===== src/rtl/teg_pkg.sv =====
// Shared types and default widths for the toggle enable generator.
package teg_pkg;

  typedef enum logic [1:0] {
    IDLE = 2'd0,
    RUN  = 2'd1,
    DONE = 2'd2
  } state_e;

  localparam int DEF_DIV_W = 8;
  localparam int DEF_CNT_W = 8;

endpackage


===== src/rtl/teg_divcnt.sv =====
// Reloadable down-counter: load has priority over dec, zero flags an expired count.
module teg_divcnt #(
  parameter int DIV_W = 8
) (
  input  logic             clk,
  input  logic             rst,
  input  logic             load,
  input  logic [DIV_W-1:0] load_val,
  input  logic             dec,
  output logic             zero
);

  logic [DIV_W-1:0] cnt_q, cnt_d;

  always_comb begin
    cnt_d = cnt_q;
    if (load)
      cnt_d = load_val;
    else if (dec && (cnt_q != '0))
      cnt_d = cnt_q - DIV_W'(1);
  end

  always_ff @(posedge clk or posedge rst) begin
    if (rst) cnt_q <= '0;
    else     cnt_q <= cnt_d;
  end

  assign zero = (cnt_q == '0);

endmodule


===== src/rtl/toggle_en_gen.sv =====
// Periodic one-cycle enable generator with optional pulse count and stop/abort.
// Optional feature: TOGGLE_EN_GEN_PHASE_EN adds phase_q, a mirror of the downstream toggle flop.
module toggle_en_gen
  import teg_pkg::*;
#(
  parameter int DIV_W = DEF_DIV_W,
  parameter int CNT_W = DEF_CNT_W
) (
  input  logic             clk,
  input  logic             rst,
  input  logic             cfg_valid,
  output logic             cfg_ready,
  input  logic [DIV_W-1:0] cfg_div,
  input  logic [CNT_W-1:0] cfg_cnt,
  input  logic             start,
  input  logic             stop,
  output logic             en,
  output logic             busy,
  output logic             done
`ifdef TOGGLE_EN_GEN_PHASE_EN
  ,
  output logic             phase_q
`endif
);

  state_e           state_q, state_d;
  logic [DIV_W-1:0] div_q, div_d;
  logic [CNT_W-1:0] cnt_q, cnt_d;
  logic [CNT_W-1:0] pcnt_q, pcnt_d;
  logic             en_q, en_d;
  logic             rdy_q, rdy_d;
  logic             busy_q, done_q;

  logic             hs;
  logic [DIV_W-1:0] eff_div;
  logic [DIV_W-1:0] reload;
  logic [CNT_W-1:0] pcnt_inc;
  logic             ld, dec, zero;

  // A handshake on the start edge must feed the fresh period straight into the divider.
  assign hs       = cfg_valid && rdy_q;
  assign eff_div  = hs ? cfg_div : div_q;
  assign reload   = (eff_div == '0) ? '0 : eff_div - DIV_W'(1);
  assign pcnt_inc = pcnt_q + CNT_W'(1);

  teg_divcnt #(.DIV_W(DIV_W)) u_divcnt (
    .clk      (clk),
    .rst      (rst),
    .load     (ld),
    .load_val (reload),
    .dec      (dec),
    .zero     (zero)
  );

  always_comb begin
    state_d = state_q;
    div_d   = hs ? cfg_div : div_q;
    cnt_d   = hs ? cfg_cnt : cnt_q;
    pcnt_d  = pcnt_q;
    en_d    = 1'b0;
    ld      = 1'b0;
    dec     = 1'b0;
    unique case (state_q)
      IDLE, DONE: begin
        if (stop) begin
          state_d = IDLE;
        end else if (start) begin
          state_d = RUN;
          ld      = 1'b1;
          pcnt_d  = '0;
        end else begin
          state_d = IDLE;
        end
      end
      RUN: begin
        if (stop) begin
          state_d = IDLE;
        end else if (zero) begin
          en_d = 1'b1;
          ld   = 1'b1;
          // Continuous runs park the pulse counter at all-ones instead of wrapping.
          if (pcnt_q != '1) pcnt_d = pcnt_inc;
          if ((cnt_q != '0) && (pcnt_inc == cnt_q)) state_d = DONE;
        end else begin
          dec = 1'b1;
        end
      end
      default: state_d = IDLE;
    endcase
    rdy_d = (state_d != RUN);
  end

  always_ff @(posedge clk or posedge rst) begin
    if (rst) begin
      state_q <= IDLE;
      div_q   <= DIV_W'(1);
      cnt_q   <= '0;
      pcnt_q  <= '0;
      en_q    <= 1'b0;
      rdy_q   <= 1'b1;
      busy_q  <= 1'b0;
      done_q  <= 1'b0;
    end else begin
      state_q <= state_d;
      div_q   <= div_d;
      cnt_q   <= cnt_d;
      pcnt_q  <= pcnt_d;
      en_q    <= en_d;
      rdy_q   <= rdy_d;
      busy_q  <= (state_q == RUN);
      done_q  <= (state_q == DONE);
    end
  end

`ifdef TOGGLE_EN_GEN_PHASE_EN
  always_ff @(posedge clk or posedge rst) begin
    if (rst) phase_q <= 1'b0;
    else     phase_q <= phase_q ^ en_q;
  end
`endif

  assign en        = en_q;
  assign busy      = busy_q;
  assign done      = done_q;
  assign cfg_ready = rdy_q;

endmodule


===== config.mk =====
export PLATFORM = sky130hd
export DESIGN_NAME = toggle_en_gen
export DESIGN_NICKNAME = d
export VERILOG_FILES = /design/src/rtl/teg_pkg.sv /design/src/rtl/teg_divcnt.sv /design/src/rtl/toggle_en_gen.sv
export SDC_FILE = /design/constraint.sdc
export NUM_CORES = 1
export LEC_CHECK = 0
export ABC_AREA = 1
export CAP_MARGIN = 20
export CORE_MARGIN = 1.5
export CORE_UTILIZATION = 50
export CTS_CLUSTER_SIZE = 16
export DETAILED_ROUTE_END_ITERATION = 10
export GPL_TIMING_DRIVEN = 0
export HOLD_SLACK_MARGIN = 0.1
export PLACE_DENSITY_LB_ADDON = 0.3
export SYNTH_ARGS = -nofsm -noshare
export SYNTH_HDL_FRONTEND = slang
export SYNTH_HIERARCHICAL = 1
export SYNTH_SLANG_ARGS = --single-unit

===== constraint.sdc =====
create_clock -name clk -period 6.4 [get_ports clk]
set_clock_uncertainty 0.05 [all_clocks]
set_input_delay 1.28 -clock clk [delete_from_list [all_inputs] [get_ports clk]]
set_output_delay 1.28 -clock clk [all_outputs]
set_load 0.01 [all_outputs]

==> Word-level counts from Yosys, hierarchy flattened <==
Index checks and enable logic that the tools add are counted.
{ "totals": {"reg_bits": 38, "in_bits": 21} }
{ "op_classes": {"reduce_logical": 12, "muxes": 25, "eq_ne": 10, "addsub": 3} }
{ "op_table": {"columns": ["cell", "n"], "rows": [
  ["$mux W8", 9],
  ["$logic_not A8 Y1", 2],
  ["$pmux W8 S2", 1],
  ["$reduce_bool A8 Y1", 2],
  ["$sub A8 B1 Y8 const B", 2],
  ["$mux W1", 10],
  ["$add A8 B1 Y8 const B", 1],
  ["$eq A8 B8 Y1", 1],
  ["$ne A2 B2 Y1 const B", 4],
  ["$ne A8 B8 Y1 const B", 1],
  ["$mux W2", 3],
  ["$reduce_and A6 Y1", 1],
  ["$ne A2 B1 Y1 const B", 2],
  ["$pmux W2 S2", 1],
  ["$reduce_bool A2 Y1", 2],
  ["$logic_and A1 B1 Y1", 3],
  ["$eq A2 B1 Y1 const B", 1],
  ["$eq A2 B2 Y1 const B", 1],
  ["$logic_not A2 Y1", 1],
  ["$pmux W1 S2", 1],
  ["$reduce_or A2 Y1", 1]
]} }

==> Depth between registers and ports, before layout <==
Gate-level depths: netlist of run 1.
{ "logic_depth": {"depth_word": 8, "depth_mapped": 16} }

==> Modules after synthesis <==
Netlist of run 1, hierarchy kept.
{ "by_module_without_submodules": {"columns": ["mod", "seq_area_each_um2", "cells_each", "instances", "area_per_inst_um2"], "rows": [
  ["toggle_en_gen", 753.2, 234, 1, 1705.4],
  ["teg_divcnt", 200.2, 91, 1, 633.1]
]} }

==> Least setup slack after synthesis of run 1 <==
OpenSTA, ideal clock, no wires.
{ "synth_timing": {"path_type": "input port to flip-flop", "startpoint": "input port cfg_valid", "endpoint": "register u_divcnt.cnt_q[5]", "slack_ns": 3.223, "cell_stages": 13, "setup_ns": 0.117, "t_required_ns": 6.233, "n_path_buf": 1, "t_arrival_ns": 3.010, "path_cell_list": "nand2_2 > buf_6 > o21ai_1 > ha_1 > nand2_1 > nor2_1 > nand2_1 > or2_4 > nor2_4 > a21oi_1 > or2_2 > nand3_2 > nand2_1"} }
{ "synth_between": {"elab_chain_len": 5, "elab_cells_between_ends": 6, "classes_between": "add/sub (1); mux (3); reduce/logical (2)"} }
{ "synth_lines": {"columns": ["element", "line", "text"], "rows": [
  ["from (decl)", "toggle_en_gen.sv:11", "input logic cfg_valid,"],
  ["$logic_and A1 B1 Y1 *", "toggle_en_gen.sv:41", "assign hs = cfg_valid && rdy_q;"],
  ["$mux W8 *", null, null],
  ["$sub A8 B1 Y8 / $logic_not A8 Y1 (equally long branches)", "toggle_en_gen.sv:43", "assign reload = (eff_div == '0) ? '0 : eff_div - DIV_W'(1);"],
  ["$mux W8 *", "toggle_en_gen.sv:43", null],
  ["named net reload[5]", "toggle_en_gen.sv:36", "logic [DIV_W-1:0] reload;"],
  ["$mux W8 *", "teg_divcnt.sv:17", "if (load)"],
  ["to (signal assigned)", "teg_divcnt.sv:25", "else cnt_q <= cnt_d;"],
  ["to (decl)", "teg_divcnt.sv:13", "logic [DIV_W-1:0] cnt_q, cnt_d;"]
]} }
The timed path passes the listed nets; every way through them passes the cells marked *.
A chain may end at the register's enable or synchronous reset.

==> Worst setup path after layout of run 1 <==
Ends and elaborated chain as after synthesis.

==> impl_results.html, run 1 <==
<table>
<tr><th>Metric</th><th>Value</th></tr>
<tr><th colspan="2">Run status</th></tr>
<tr><td>Run status</td><td>finished, final reports clean</td></tr>
<tr><th colspan="2">Route</th></tr>
<tr><td>Post-DR wirelength/cell</td><td>12.3 um</td></tr>
<tr><td>DRC violation count after routing</td><td>0</td></tr>
<tr><td>Count of vias placed by the detailed router</td><td>2140</td></tr>
<tr><td>Remaining antenna violation count</td><td>0</td></tr>
<tr><td>Iteration-0 DRC count of the detailed router</td><td>102</td></tr>
<tr><td>Average vias per placed instance</td><td>5.22</td></tr>
<tr><td>Number of detailed-routing iterations run before antenna repair</td><td>4</td></tr>
<tr><td>Total wire length</td><td>5.03 mm</td></tr>
<tr><th colspan="2">Die</th></tr>
<tr><td>Row cnt</td><td>24</td></tr>
<tr><td>Count of pins on the block boundary</td><td>25</td></tr>
<tr><td>Die X</td><td>71.4 um</td></tr>
<tr><td>Floorplan die area</td><td>5100 um^2</td></tr>
<tr><td>Starting density of the core</td><td>0.530</td></tr>
<tr><td>Die Y</td><td>71.4 um</td></tr>
<tr><td>Placeable core region</td><td>4410 um^2</td></tr>
<tr><th colspan="2">Worst hold path</th></tr>
<tr><td>Min-Delay Endpoint</td><td>done</td></tr>
<tr><td>Classification of the worst-slack hold path</td><td>reg -&gt; reg</td></tr>
<tr><td>Number of cells traversed by the worst hold path</td><td>1</td></tr>
<tr><td>Hold_sp</td><td>state_q[0]</td></tr>
<tr><th colspan="2">Timing</th></tr>
<tr><td>Minimum period implied by the final worst setup slack</td><td>3.75 ns</td></tr>
<tr><td>Total setup violations reported at the end of the flow</td><td>0</td></tr>
<tr><td>Slew margin rel.</td><td>0.538</td></tr>
<tr><td>Total Neg Setup Slack</td><td>0 ns</td></tr>
<tr><td>Final clock period utilization by the worst path</td><td>0.585</td></tr>
<tr><td>Maximum operating frequency</td><td>267 MHz</td></tr>
<tr><td>Max Slew Vio Count</td><td>0</td></tr>
<tr><td>Unrepaired setup endpoints after global routing</td><td>no</td></tr>
<tr><td>Count of final hold-check violations</td><td>0</td></tr>
<tr><td>Transition time of the tightest slew-check pin</td><td>0.692 ns</td></tr>
<tr><th colspan="2">Layout</th></tr>
<tr><td>Commonest non-fill, non-tap cell in the layout</td><td>sky130_fd_sc_hd__nand2_1</td></tr>
<tr><td>Synth-to-Final Area Change</td><td>18.1%</td></tr>
<tr><td>Most frequent cells in the layout</td><td>sky130_fd_sc_hd__nand2_1 (94), sky130_fd_sc_hd__inv_1 (47), sky130_fd_sc_hd__nand3_1 (38), sky130_fd_sc_hd__dfrtp_1 (36), sky130_fd_sc_hd__nor2_1 (35)</td></tr>
<tr><td>Final instance area</td><td>2760 um^2</td></tr>
<tr><td>Total Nets Final</td><td>382</td></tr>
<tr><td>Share of cells above drive strength 1</td><td>0.0894</td></tr>
<tr><td>Antenna cell count</td><td>0</td></tr>
<tr><td>Post-Layout Cell Count</td><td>410</td></tr>
<tr><th colspan="2">Synthesis</th></tr>
<tr><td>Post-synthesis sequential element count</td><td>38</td></tr>
<tr><td>Proportion of netlist area held by the largest area contributor</td><td>0.385</td></tr>
<tr><td>Yosys warns</td><td>6</td></tr>
<tr><td>Synth Cell Area</td><td>2340 um^2</td></tr>
<tr><td>Synth area leaders</td><td>sky130_fd_sc_hd__dfrtp_1 (39%), sky130_fd_sc_hd__nand2_1 (15%), sky130_fd_sc_hd__nand3_1 (8.1%)</td></tr>
<tr><td>Synthesized area divided by synthesized cell count</td><td>7.20 um^2</td></tr>
<tr><td>Post-Synthesis Net Count</td><td>350</td></tr>
<tr><td>Mapped Cells</td><td>325</td></tr>
<tr><td>Cell taking the most area after synthesis</td><td>sky130_fd_sc_hd__dfrtp_1</td></tr>
<tr><td>Share of synthesized area occupied by flip-flops and latches</td><td>0.408</td></tr>
<tr><td>Yosys cell types</td><td>34</td></tr>
<tr><th colspan="2">Worst setup path</th></tr>
<tr><td>Setup crit start</td><td>cfg_valid</td></tr>
<tr><td>Start of the worst register-to-register path</td><td>cfg_ready</td></tr>
<tr><td>Type of the setup path with the least slack</td><td>in -&gt; reg</td></tr>
<tr><td>Dominant cell type by count on the critical path</td><td>sky130_fd_sc_hd__nand2_1</td></tr>
<tr><td>CP arrival</td><td>3.89 ns</td></tr>
<tr><td>Cells along the critical path</td><td>clkdlybuf4s50_1, nand2_2, buf_6, o21ai_1, ha_1, nand2_1, nor2_1, nand2_1, or2_4, nor2_4, a21oi_1, or2_2, nand3_2, nand2_1</td></tr>
<tr><td>Critical path fanouts, max</td><td>10</td></tr>
<tr><td>Cell with the biggest individual delay on the critical path</td><td>sky130_fd_sc_hd__clkdlybuf4s50_1</td></tr>
<tr><td>Crit start category</td><td>input port</td></tr>
<tr><td>Reg2Reg Setup Slack</td><td>3.64 ns</td></tr>
<tr><td>Type of destination of the critical path</td><td>flop</td></tr>
<tr><td>Capture instance of the worst register-to-register path</td><td>u_divcnt/cnt_q[5]</td></tr>
<tr><td>Highest cell delay on the worst timing path</td><td>0.57 ns</td></tr>
<tr><td>Depth of the most critical reg-to-reg path</td><td>13</td></tr>
<tr><td>Worst Path Required</td><td>6.54 ns</td></tr>
<tr><th colspan="2">Place</th></tr>
<tr><td>Total placed instance area</td><td>2670 um^2</td></tr>
<tr><td>Number of input and output port buffers inserted</td><td>24</td></tr>
<tr><td>HPWL Detailed</td><td>3.78 mm</td></tr>
<tr><td>Cell count after placement</td><td>402</td></tr>
<tr><td>Final Wtd Congestion</td><td>0.874</td></tr>
<tr><th colspan="2">GRT</th></tr>
<tr><td>First-pass GRT wire length</td><td>8.39 mm</td></tr>
<tr><td>GRT Util Overall</td><td>0.212</td></tr>
<tr><td>Total overflow reported by the global router</td><td>0</td></tr>
<tr><td>Number of antenna violations at the first check in global routing</td><td>0</td></tr>
<tr><td>Vias in the first global route</td><td>1896</td></tr>
<tr><td>Largest net degree at the start of global routing</td><td>17</td></tr>
<tr><th colspan="2">Clocking</th></tr>
<tr><td>PostCTS Resize Cnt</td><td>0</td></tr>
<tr><td>Inserted Clock Buffers</td><td>5</td></tr>
<tr><td>CTS H-tree lvls</td><td>2</td></tr>
<tr><td>CTS root buffer</td><td>sky130_fd_sc_hd__clkbuf_8</td></tr>
<tr><td>Count of clock tree sinks</td><td>38</td></tr>
<tr><td>CTS hold repair buffers</td><td>0</td></tr>
<tr><td>Number of buffers inserted by post-CTS setup repair</td><td>0</td></tr>
<tr><td>Post-CTS clock slew at the launch and capture registers of the worst setup and hold paths</td><td>0.08 ns</td></tr>
<tr><td>CTS tree</td><td>built</td></tr>
<tr><td>Worst-skew pair later-pin latency</td><td>0.30 ns</td></tr>
<tr><td>Maximum root-to-sink buffer count</td><td>2</td></tr>
<tr><th colspan="2">Job</th></tr>
<tr><td>Number of max-cap violations</td><td>0</td></tr>
<tr><th colspan="2">Power and ir drop</th></tr>
<tr><td>Reported leakage power</td><td>1.38 nW</td></tr>
<tr><td>Power density over the cells</td><td>292 nW/um^2</td></tr>
<tr><td>Peak VDD IR</td><td>200 uV</td></tr>
</table>
==> critical path, delay by kind of cell <==
| family | cells | cell delay [ns] |
|---|---|---|
| adder cells (fa/ha/maj) | 1 | 0.24 |
| AND/OR/NAND/NOR | 9 | 1.31 |
| buffers and inverters | 2 | 0.74 |
| AO/OA/AOI/OAI | 2 | 0.33 |
==> cells by family (layout without fill, tap and decap cells) <==
group,Yosys count,after routing,synth area share
fa+ha+maj,4,4,0.0214
mux,4,4,0.0209
flops,38,38,0.408
buf+inv,52,85,0.0872
xor+xnor,5,5,0.0187
simple gates,186,186,0.351
compound gates,36,36,0.0931
==> cell usage after synthesis <==
master,n
sky130_fd_sc_hd__o21ai_1,3
sky130_fd_sc_hd__and2_1,1
sky130_fd_sc_hd__clkbuf_1,2
sky130_fd_sc_hd__nand2_1,94
sky130_fd_sc_hd__o21ai_4,1
sky130_fd_sc_hd__o21ai_0,19
sky130_fd_sc_hd__dfrtp_1,36
sky130_fd_sc_hd__or2_4,1
sky130_fd_sc_hd__buf_6,1
sky130_fd_sc_hd__buf_2,1
sky130_fd_sc_hd__ha_1,4
sky130_fd_sc_hd__nor2_1,35
sky130_fd_sc_hd__xor2_1,1
sky130_fd_sc_hd__nand2_4,2
sky130_fd_sc_hd__mux2_4,1
sky130_fd_sc_hd__a21boi_0,1
sky130_fd_sc_hd__xnor2_1,4
sky130_fd_sc_hd__nand4_1,3
sky130_fd_sc_hd__nand3_2,1
sky130_fd_sc_hd__mux2_2,3
sky130_fd_sc_hd__o21a_4,1
sky130_fd_sc_hd__nand2_2,1
sky130_fd_sc_hd__nand3_1,38
sky130_fd_sc_hd__nor3_1,4
sky130_fd_sc_hd__nand3b_1,1
sky130_fd_sc_hd__o21ai_2,3
sky130_fd_sc_hd__nor2_2,1
sky130_fd_sc_hd__nor2_4,3
sky130_fd_sc_hd__a21oi_1,7
sky130_fd_sc_hd__dfstp_2,2
sky130_fd_sc_hd__inv_1,47
sky130_fd_sc_hd__or2_2,1
sky130_fd_sc_hd__o31ai_1,1
sky130_fd_sc_hd__inv_2,1
==> flip-flops by register name, indices dropped and copies added (netlist names), 2 cells and up <==
signal and cells:
u_divcnt/cnt_q 8, state_q 2, div_q 8, cnt_q 8, pcnt_q 8
==> how the worst max path moves through the flow <==
stage,end,depth (start not counted)
CTS,u_divcnt/cnt_q[5],14
global placement,u_divcnt/cnt_q[5],14
global route,u_divcnt/cnt_q[5],14
detailed placement,u_divcnt/cnt_q[5],14
floorplan,u_divcnt/cnt_q[5],13
finish,u_divcnt/cnt_q[5],14
==> report_power, final <==
group	internal, W	switching (W)
sequential	0.000288	0.0000482
combinational	0.000121	0.000173
clock	0.0000871	0.0000899
==> per-stage QoR <==
stage	power (W)	hold slack, ns	utilization	setup WS (ns)
2_1_floorplan	0.000560	0.386	-	3.22
3_3_place_gp	0.000621	0.403	0.599	2.42
3_5_place_dp	0.000633	0.411	0.605	2.36
4_1_cts	0.000812	0.424	0.626	2.66
5_1_grt	0.000867	0.441	0.626	2.42
6_report	0.000808	0.422	0.626	2.65
==> layout make-up <==
type	count	area, um^2
clock inverters	1	5.00
multi-input cells	235	1180
fillers	392	1650
clock buffers	7	86.3
plain buffers	4	23.8
repair buffers	25	268
well taps	52	65.1
inverters	48	180
flip-flops and latches	38	953
==> metal layers <==
metal	vias up	share of wire	global-route usage	wire length [um]
met3	12	0.029	0.0478	144
met4	0	0.020	0.0964	103
met1	999	0.46	0.266	2320
met5	-	0	0	0
li1	1095	-	-	-
met2	34	0.49	0.349	2460
No activity file was read; power rests on OpenSTA's default activity.
==> run 2: changes to the inputs <==
clock period = 3.2 ns   (was 6.4 ns; I/O delays follow)
==> impl_results.html, run 2 (synthesized netlist as in run 1, its figures left out) <==
<table>
<tr><th>Metric</th><th>Value</th></tr>
<tr><th colspan="2">Run status</th></tr>
<tr><td>Run status</td><td>finished, final reports clean</td></tr>
<tr><th colspan="2">Route</th></tr>
<tr><td>Iteration-0 DRC count of the detailed router</td><td>102 (unchanged)</td></tr>
<tr><td>Average vias per placed instance</td><td>5.23 (+0.28%)</td></tr>
<tr><td>Count of vias placed by the detailed router</td><td>2146 (+0.28%)</td></tr>
<tr><td>DRC violation count after routing</td><td>0 (unchanged)</td></tr>
<tr><td>Number of detailed-routing iterations run before antenna repair</td><td>4 (unchanged)</td></tr>
<tr><td>Post-DR wirelength/cell</td><td>12.3 um (+0.26%)</td></tr>
<tr><td>Total wire length</td><td>5.04 mm (+0.26%)</td></tr>
<tr><td>Remaining antenna violation count</td><td>0 (unchanged)</td></tr>
<tr><th colspan="2">Die</th></tr>
<tr><td>Starting density of the core</td><td>0.530 (unchanged)</td></tr>
<tr><td>Placeable core region</td><td>4410 um^2 (unchanged)</td></tr>
<tr><td>Floorplan die area</td><td>5100 um^2 (unchanged)</td></tr>
<tr><td>Count of pins on the block boundary</td><td>25 (unchanged)</td></tr>
<tr><td>Die X</td><td>71.4 um (unchanged)</td></tr>
<tr><td>Die Y</td><td>71.4 um (unchanged)</td></tr>
<tr><td>Row cnt</td><td>24 (unchanged)</td></tr>
<tr><th colspan="2">Clocking</th></tr>
<tr><td>Maximum root-to-sink buffer count</td><td>2 (unchanged)</td></tr>
<tr><td>Count of clock tree sinks</td><td>38 (unchanged)</td></tr>
<tr><td>Post-CTS clock slew at the launch and capture registers of the worst setup and hold paths</td><td>0.08 ns (about the same)</td></tr>
<tr><td>CTS hold repair buffers</td><td>0 (unchanged)</td></tr>
<tr><td>CTS root buffer</td><td>sky130_fd_sc_hd__clkbuf_8</td></tr>
<tr><td>Worst-skew pair later-pin latency</td><td>0.30 ns (about the same)</td></tr>
<tr><td>Inserted Clock Buffers</td><td>5 (unchanged)</td></tr>
<tr><td>CTS tree</td><td>built</td></tr>
<tr><td>CTS H-tree lvls</td><td>2 (unchanged)</td></tr>
<tr><th colspan="2">GRT</th></tr>
<tr><td>Total overflow reported by the global router</td><td>0 (unchanged)</td></tr>
<tr><td>First-pass GRT wire length</td><td>8.39 mm (unchanged)</td></tr>
<tr><td>Vias in the first global route</td><td>1896 (unchanged)</td></tr>
<tr><td>Number of antenna violations at the first check in global routing</td><td>0 (unchanged)</td></tr>
<tr><td>GRT Util Overall</td><td>0.212 (unchanged)</td></tr>
<tr><td>Largest net degree at the start of global routing</td><td>17 (unchanged)</td></tr>
<tr><th colspan="2">Power and ir drop</th></tr>
<tr><td>Power density over the cells</td><td>584 nW/um^2 (+100%)</td></tr>
<tr><td>Peak VDD IR</td><td>401 uV (+100%)</td></tr>
<tr><td>Reported leakage power</td><td>1.38 nW (about the same)</td></tr>
<tr><th colspan="2">Layout</th></tr>
<tr><td>Most frequent cells in the layout</td><td>sky130_fd_sc_hd__nand2_1 (94), sky130_fd_sc_hd__inv_1 (47), sky130_fd_sc_hd__nand3_1 (38), sky130_fd_sc_hd__dfrtp_1 (36), sky130_fd_sc_hd__nor2_1 (34)</td></tr>
<tr><td>Filler instances</td><td>389 (-0.77%)</td></tr>
<tr><td>Antenna cell count</td><td>0 (unchanged)</td></tr>
<tr><td>Commonest non-fill, non-tap cell in the layout</td><td>sky130_fd_sc_hd__nand2_1</td></tr>
<tr><td>Total Nets Final</td><td>382 (unchanged)</td></tr>
<tr><td>Post-Layout Cell Count</td><td>410 (unchanged)</td></tr>
<tr><td>Share of cells above drive strength 1</td><td>0.0950 (+0.00559)</td></tr>
<tr><td>Synth-to-Final Area Change</td><td>18.4%</td></tr>
<tr><th colspan="2">Worst setup path</th></tr>
<tr><td>Type of the setup path with the least slack</td><td>in -&gt; reg</td></tr>
<tr><td>Critical path fanouts, max</td><td>10 (unchanged)</td></tr>
<tr><td>Worst Path Required</td><td>3.34 ns (-3.20 ns)</td></tr>
<tr><td>CP arrival</td><td>3.10 ns (-0.79 ns)</td></tr>
<tr><td>Crit start category</td><td>input port</td></tr>
<tr><td>Type of destination of the critical path</td><td>flop</td></tr>
<tr><th colspan="2">Timing</th></tr>
<tr><td>Max Slew Vio Count</td><td>0 (unchanged)</td></tr>
<tr><td>Transition time of the tightest slew-check pin</td><td>0.691 ns (-0.00119 ns)</td></tr>
<tr><td>Maximum operating frequency</td><td>339 MHz</td></tr>
<tr><td>Minimum period implied by the final worst setup slack</td><td>2.95 ns</td></tr>
<tr><td>Final clock period utilization by the worst path</td><td>0.923</td></tr>
<tr><td>Total setup violations reported at the end of the flow</td><td>0 (unchanged)</td></tr>
<tr><td>Total Neg Setup Slack</td><td>0 ns (unchanged)</td></tr>
<tr><td>Count of final hold-check violations</td><td>0 (unchanged)</td></tr>
<tr><td>Slew margin rel.</td><td>0.539 (+0.000797)</td></tr>
<tr><td>Unrepaired setup endpoints after global routing</td><td>no</td></tr>
<tr><th colspan="2">Place</th></tr>
<tr><td>Final Wtd Congestion</td><td>0.874 (unchanged)</td></tr>
<tr><td>Cell count after placement</td><td>402 (unchanged)</td></tr>
<tr><td>HPWL Detailed</td><td>3.78 mm (unchanged)</td></tr>
<tr><td>Number of input and output port buffers inserted</td><td>24 (unchanged)</td></tr>
<tr><th colspan="2">Worst hold path</th></tr>
<tr><td>Classification of the worst-slack hold path</td><td>reg -&gt; reg</td></tr>
<tr><th colspan="2">Job</th></tr>
<tr><td>Number of max-cap violations</td><td>0 (unchanged)</td></tr>
</table>
-- run 2: power by group --
group,switching [W],total [W],internal (W)
combinational,0.000348,0.000592,0.000243
clock,0.000179,0.000354,0.000174
sequential,0.0000963,0.000673,0.000576
-- run 2: area by class of cell --
type,instances,area (um^2),area share
plain buffers,4,23.8,0.00859
inverters,48,180,0.0651
clock inverters,1,5.00,0.00181
repair buffers,25,268,0.0967
flip-flops and latches,38,953,0.344
clock buffers,7,86.3,0.0312
well taps,52,65.1,0.0235
multi-input cells,235,1190,0.429
-- run 2: critical path, cell delays in order --
cell	delay, ns
sky130_fd_sc_hd__clkdlybuf4s50_1	0.57
sky130_fd_sc_hd__nand2_2	0.14
sky130_fd_sc_hd__buf_6	0.17
sky130_fd_sc_hd__o21ai_2	0.19
sky130_fd_sc_hd__ha_1	0.21
sky130_fd_sc_hd__nand2_1	0.07
sky130_fd_sc_hd__nor2_2	0.13
sky130_fd_sc_hd__nand2_1	0.09
sky130_fd_sc_hd__or2_4	0.26
sky130_fd_sc_hd__nor2_4	0.14
sky130_fd_sc_hd__a21oi_1	0.06
sky130_fd_sc_hd__or2_2	0.31
sky130_fd_sc_hd__nand3_2	0.07
sky130_fd_sc_hd__nand2_1	0.05
-- run 2: metrics by stage --
step / util / setup WS [ns] / total power (W) / hold slack, ns / instance area [um^2]
5_1_grt: 0.627 / 0.0487 / 0.00174 / 0.441 / 2770
3_5_place_dp: 0.605 / -0.204 / 0.00127 / 0.411 / 2670
6_report: 0.627 / 0.246 / 0.00162 / 0.422 / 2770
2_1_floorplan: - / 0.663 / 0.00112 / 0.386 / 2340
3_3_place_gp: 0.599 / -0.137 / 0.00124 / 0.403 / 2640
4_1_cts: 0.626 / 0.104 / 0.00162 / 0.424 / 2760
-- run 2: final timing paths --
check | startpoint | endpoint | slack (ns) | depth (start not counted)
max | cfg_valid | u_divcnt/cnt_q[5] | 0.25 | 14
min reg2reg | state_q[0] | done | 0.42 | 1
min | state_q[0] | done | 0.42 | 1
max in group asynchronous | rst | en | 1.86 | 3
max reg2reg | cfg_ready | u_divcnt/cnt_q[5] | 0.59 | 13
min in group asynchronous | rst | u_divcnt/cnt_q[7] | 0.57 | 2
-- run 2: per-layer routing --
| layer | wire length (um) | vias to the layer above | GRT usage |
|---|---|---|---|
| li1 | - | 1093 | - |
| met1 | 2320 | 1008 | 0.266 |
| met2 | 2470 | 33 | 0.349 |
| met3 | 146 | 12 | 0.0478 |
| met4 | 103 | 0 | 0.0964 |
| met5 | 0 | - | 0 |
-- run 2: repair_timing --
action	in CTS	in global routing
setup buffers	0	0
gates resized for setup	0	2
endpoints found under the setup margin	0	3
